File: config.mk
export PLATFORM = sky130hd
export DESIGN_NAME = pdm_cic_decimator
export DESIGN_NICKNAME = d
export VERILOG_FILES = /design/src/rtl/pdm_cic_decimator.sv
export SDC_FILE = /design/constraint.sdc
export NUM_CORES = 1
export LEC_CHECK = 0
export ABC_AREA = 1
export CAP_MARGIN = 40
export CORE_MARGIN = 3
export CORE_UTILIZATION = 45
export CTS_BUF_LIST = sky130_fd_sc_hd__clkbuf_8
export CTS_CLUSTER_DIAMETER = 200
export DETAILED_ROUTE_END_ITERATION = 12
export GPL_TIMING_DRIVEN = 0
export PLACE_DENSITY = 0.66
export RECOVER_POWER = 50
export SLEW_MARGIN = 5
export SYNTH_ARGS = -nofsm -noshare
export SYNTH_HDL_FRONTEND = slang
export SYNTH_SLANG_ARGS = --single-unit
File: constraint.sdc
create_clock -name clk -period 3.45 [get_ports clk]
set_input_delay 0.345 -clock clk [delete_from_list [all_inputs] [get_ports clk]]
set_output_delay 0.345 -clock clk [all_outputs]
set_load 0.05 [all_outputs]
File: src/rtl/pdm_cic_decimator.sv
// -----------------------------------------------------------------------------
// pdm_cic_decimator
//   Third-order CIC decimator: turns the 1-bit PDM microphone stream into
//   signed OUT_WIDTH-bit PCM samples, one per DECIM input ticks.
//
// Ports
//   clk        system clock
//   rst        synchronous, active-high reset
//   tick_in    single-cycle strobe; pdm_in is consumed when high
//   pdm_in     PDM bit (1 -> +1, 0 -> -1)
//   valid_out  single-cycle pulse per delivered sample
//   data_out   signed PCM sample, held between pulses
// -----------------------------------------------------------------------------
module pdm_cic_decimator #(
    parameter int DECIM     = 16,
    parameter int OUT_WIDTH = 8,
    parameter int SHIFT     = 5
) (
    input  logic                        clk,
    input  logic                        rst,
    input  logic                        tick_in,
    input  logic                        pdm_in,
    output logic                        valid_out,
    output logic signed [OUT_WIDTH-1:0] data_out
);

    localparam int LOG2D   = $clog2(DECIM);
    localparam int ACC_W   = 2 + 3 * LOG2D;
    localparam int MAX_OUT = (2 ** (OUT_WIDTH - 1)) - 1;
    localparam int MIN_OUT = -(2 ** (OUT_WIDTH - 1));

    typedef enum logic {WARM = 1'b0, RUN = 1'b1} state_t;

    function automatic logic signed [ACC_W-1:0] shr_out(input logic signed [ACC_W-1:0] v);
        return v >>> SHIFT;
    endfunction

    function automatic logic signed [OUT_WIDTH-1:0] sat_out(input logic signed [ACC_W-1:0] v);
        int vi;
        vi = int'(v);
        if (vi > MAX_OUT)
            return OUT_WIDTH'(MAX_OUT);
        else if (vi < MIN_OUT)
            return OUT_WIDTH'(MIN_OUT);
        else
            return OUT_WIDTH'(vi);
    endfunction

    logic signed [ACC_W-1:0]     r_i1, r_i2, r_i3;
    logic        [LOG2D-1:0]     r_tick_cnt;
    logic signed [ACC_W-1:0]     w_x;
    logic signed [ACC_W-1:0]     w_snap;
    logic                        w_dec_evt;

    logic signed [ACC_W-1:0]     r_d1, r_d2, r_d3;
    logic signed [ACC_W-1:0]     r_c1_p1, r_c2_p2, r_c3_p3;
    logic                        r_vld_p1, r_vld_p2, r_vld_p3;

    logic        [1:0]           r_warm_cnt;
    state_t                      r_state, w_state_nxt;
    logic                        w_flag;
    logic signed [OUT_WIDTH-1:0] w_pcm;

    // +1 / -1 sign-extended to the accumulator width
    assign w_x       = {{(ACC_W-1){~pdm_in}}, 1'b1};
    assign w_dec_evt = tick_in && (r_tick_cnt == LOG2D'(DECIM - 1));
    // New i3 value (i3 + old i2) is what the decimation event captures
    assign w_snap    = r_i3 + r_i2;

    // ---- Integrators and tick counter (tick rate, modular arithmetic) ----
    always_ff @(posedge clk) begin
        if (rst) begin
            r_i1       <= '0;
            r_i2       <= '0;
            r_i3       <= '0;
            r_tick_cnt <= '0;
        end else if (tick_in) begin
            r_i1       <= r_i1 + w_x;
            r_i2       <= r_i2 + r_i1;
            r_i3       <= w_snap;
            r_tick_cnt <= (r_tick_cnt == LOG2D'(DECIM - 1)) ? '0 : r_tick_cnt + 1'b1;
        end
    end

    // ---- Comb stage 1: difference on the captured snapshot ----
    always_ff @(posedge clk) begin
        if (rst) begin
            r_c1_p1  <= '0;
            r_d1     <= '0;
            r_vld_p1 <= 1'b0;
        end else begin
            r_vld_p1 <= w_dec_evt;
            if (w_dec_evt) begin
                r_c1_p1 <= w_snap - r_d1;
                r_d1    <= w_snap;
            end
        end
    end

    // ---- Comb stage 2 ----
    always_ff @(posedge clk) begin
        if (rst) begin
            r_c2_p2  <= '0;
            r_d2     <= '0;
            r_vld_p2 <= 1'b0;
        end else begin
            r_vld_p2 <= r_vld_p1;
            if (r_vld_p1) begin
                r_c2_p2 <= r_c1_p1 - r_d2;
                r_d2    <= r_c1_p1;
            end
        end
    end

    // ---- Comb stage 3 ----
    always_ff @(posedge clk) begin
        if (rst) begin
            r_c3_p3  <= '0;
            r_d3     <= '0;
            r_vld_p3 <= 1'b0;
        end else begin
            r_vld_p3 <= r_vld_p2;
            if (r_vld_p2) begin
                r_c3_p3 <= r_c2_p2 - r_d3;
                r_d3    <= r_c2_p2;
            end
        end
    end

    // ---- Output stage: shift, saturate, warm-up gating ----
    // Every pass produces a formatted sample; only passes in RUN are
    // published, so data_out keeps its last delivered value during warm-up.
    assign w_pcm  = sat_out(shr_out(r_c3_p3));
    assign w_flag = r_vld_p3 && (r_state == RUN);

    always_ff @(posedge clk) begin
        if (rst) begin
            valid_out  <= 1'b0;
            data_out   <= '0;
            r_warm_cnt <= '0;
        end else begin
            valid_out <= w_flag;
            if (w_flag)
                data_out <= w_pcm;
            if (r_vld_p3 && (r_state == WARM))
                r_warm_cnt <= r_warm_cnt + 1'b1;
        end
    end

    always_ff @(posedge clk) begin
        if (rst)
            r_state <= WARM;
        else
            r_state <= w_state_nxt;
    end

    always_comb begin
        w_state_nxt = r_state;
        case (r_state)
            WARM:    if (r_vld_p3 && (r_warm_cnt == 2'd2)) w_state_nxt = RUN;
            RUN:     w_state_nxt = RUN;
            default: w_state_nxt = WARM;
        endcase
    end

endmodule
==> out/metrics.yaml <==
clock_tree:
  cts.sinks: 140
  cts_tree: "yes"
  clkTransAtPathRegs_ns: 0.08
  clock_latency_ns: 0.45
  ctsLongestPathBuffers: 2
  post_cts_buffers: 0
  cts_buffers: 17
  h-tree-depth: 4
  clock-root-buffer: "clkbuf_8"
route:
  wl_per_cell_um: 13.7
  final_antenna_net_count: 0
  drt_iter0_markers: 458
  via_per_inst: 5.02
  drt_pass1_iterations: 6
  drc: 0
  vias: 7809
  wl_um: 21400
timing:
  setup_viol: 0
  period_share: 0.936
  finalMaxSlewViolations: 0
  slew_headroom: 0.490
  rsz0062_at_grt: "yes"
  clock_skew_ns: 0.0130
  worst_pin_slew_ns: 0.764
  setup_tns_ns: 0
  fin_crit_ns: 3.23
  hold_violations: 0
  fmax_mhz: 310
setup_path:
  worst_setup_path_start_kind: "register"
  crit_chain: "ha_1, inv_1, fa_1, nand3b_1, nand2_2, a21boi_4, o21ai_4, xor2_2, ha_2, a21o_1, a21oi_1, nor2_1, nor3_2, nand3_1, nand3_1, nand2_1"
  crit_fanout: 6
  crit_required_ns: 3.79
  critPathKind: "reg -> reg"
  crit_arrival_ns: 3.57
  crit_slowest_cell: "dfxtp_1"
  crit_path_frequent_cell: "nand3_1"
  endpoint_kind: "register"
  r2r.worst_path.cells: 16
  cp_slowest_stage_delay_ns: 0.39
pwr:
  p_leak_nw: 4.65
  power_density_nw_per_um2: 442
  peakVddDrop_mv: 0.244
  p_total_w: 0.00429
layout:
  num_antenna_cells: 0
  final_nets: 1371
  area_delta_synth_final_pct: 9.91
  fillers: 1978
  fin_area_um2: 9710
  fin_util: 0.511
  drive_above_1_share: 0.0610
synthesis:
  synth.yosys.warnings: 0
  netlist_instances: 1254
  synth_fp_nets: 1341
  syn_avg_cell_area_um2: 7.05
  ys_async_sr_fraction: 0
  ys_ff_latch: 140
  synth-edff-count: 0
  synth-main-ff-cell: "dfxtp_1"
  yosysSeqAreaShare: 0.317
  netlist_area_um2: 8830
  yosysUniqueCellTypes: 46
floorplan:
  io-pin-count: 13
  die_x_um: 146
  fp-row-count: 50
  core_um2: 19000
  dieArea_um2: 21300
  start_util: 0.465
  dieHeight_um: 146
placed_design:
  place_area_um2: 9270
  portBuffers: 11
  hpwl_um: 16600
  place.gp.congestion: 0.890
grt:
  grt_max_degree: 17
  grt_pass1_wl_um: 35300
  track_usage: 0.201
  overflow: 0
  antenna_found_initial: 0
  grt_pass1_vias: 7293
outcome:
  status: "finished clean"
hold_path:
  min_path_type: "in -> reg"
  hold_depth: 3
flow_run:
  drv_cap: 0
[cell families (layout without fill, tap and decap cells)]
logic type               count (synthesis)  count (layout)  synth area share
AND/OR/NAND/NOR                        458             458             0.220
AO/OA/AOI/OAI                          301             301             0.191
buffers and inverters                  224             266            0.0990
flip-flops                             140             140             0.317
adder cells (fa/ha/maj)                 83              83             0.122
XOR/XNOR                                48              48            0.0510
[final timing paths]
| kind | startpoint | end | slack, ns |
|---|---|---|---|
| setup / recovery | r_i2[0] | r_c1_p1[13] | 0.22 |
| hold / removal | tick_in | r_tick_cnt[0] | 0.26 |
| setup reg to reg | r_i2[0] | r_c1_p1[13] | 0.22 |
| hold reg to reg | r_d1[10] | r_d1[10] | 0.46 |
[cell type report]
cell class                 count  area [um2]  share of cell area
buffer                        37         165              0.0170
multi-input combinational    890        5160               0.531
clock buffer                  19         262              0.0269
tap                          260         325              0.0335
sequential                   140        2800               0.289
clock inverter                12         184              0.0189
inverter                     187         702              0.0723
timing repair buffer          11         110              0.0113
[flip-flops by register name, indices dropped and copies added (netlist names), 9 cells and up]
name,count
r_c1_p1,14
r_c2_p2,14
r_c3_p3,9
r_d1,14
r_d2,14
r_d3,14
r_i1,14
r_i2,14
r_i3,14
[critical path: cells and delay by family, from the launching register on]
kind            cells  cell delay, ns
compound gates      4            0.63
buf+inv             1            0.06
flops               1            0.39
simple gates        7            0.84
xor+xnor            1            0.23
fa+ha+maj           3            0.96
[where the power goes]
group          total (W)  internal [W]  switching, W
logic            0.00107      0.000398      0.000674
registers        0.00172       0.00167     0.0000531
clock network    0.00149      0.000831      0.000661
[metal layers]
metal  part of all wire  vias up  global-route usage
met1               0.49     3509               0.267
met4              0.013        0              0.0517
met2               0.46      106               0.341
met5                  0        -                   0
met3              0.032       18              0.0338
li1                   -     4176                   -
[per-stage QoR]
| stage | hold WS, ns | setup slack (ns) | std cells |
|---|---|---|---|
| after detailed placement | 0.449 | 0.140 | 1525 |
| after global routing | 0.269 | 0.0211 | 1556 |
| final | 0.260 | 0.221 | 1556 |
| after global placement | 0.439 | 0.192 | 1525 |
| after CTS | 0.245 | 0.106 | 1556 |
| after floorplan | 0.426 | 0.659 | 1254 |
[synth_stat cells (3+ instances only)]
cell        n  area [um2]
a211oi_1    9        67.6
a21o_1      6        45.0
a21oi_1   128         641
a21oi_2     3        26.3
buf_1       7        26.3
buf_2       9        45.0
buf_4       4        30.0
clkbuf_1   16        60.1
clkinv_1    3        11.3
dfxtp_1   140        2800
fa_1        5         100
ha_1       78         976
inv_1     175         657
inv_2       9        33.8
nand2_1   212         796
nand2_2    11        68.8
nand3_1    77         385
nand3b_1    3        22.5
nand4_1     5        31.3
nor2_1    127         477
nor2_4      3        33.8
nor3_1     11        55.1
o211ai_1   13        97.6
o21ai_0    96         480
o21ai_1    16        80.1
o21bai_1    9        67.6
o22ai_1     9        56.3
xnor2_1    21         184
xor2_1     23         201
xor2_2      4        65.1
[repair_timing]
item / CTS / global route
resized for setup: 0 / 3
endpoints found under the setup margin: 0 / 2
hold buffers: 0 / 0
[cell usage in the layout (no fill, tap or decap), types with 3 or more instances in the layout]
master,count
a211oi_1,9
a21o_1,6
a21oi_1,128
a21oi_2,3
buf_1,4
buf_2,6
buf_4,3
bufinv_16,4
clkbuf_1,23
clkbuf_8,19
clkdlybuf4s50_1,10
clkinv_1,3
dfxtp_1,140
fa_1,5
ha_1,77
inv_1,177
inv_2,7
inv_6,4
nand2_1,212
nand2_2,11
nand3_1,77
nand3b_1,3
nand4_1,5
nor2_1,129
nor3_1,9
o211ai_1,13
o21ai_0,96
o21ai_1,16
o21bai_1,9
o22ai_1,9
xnor2_1,21
xor2_1,23
xor2_2,4
Power figures use the tool's default switching activity.
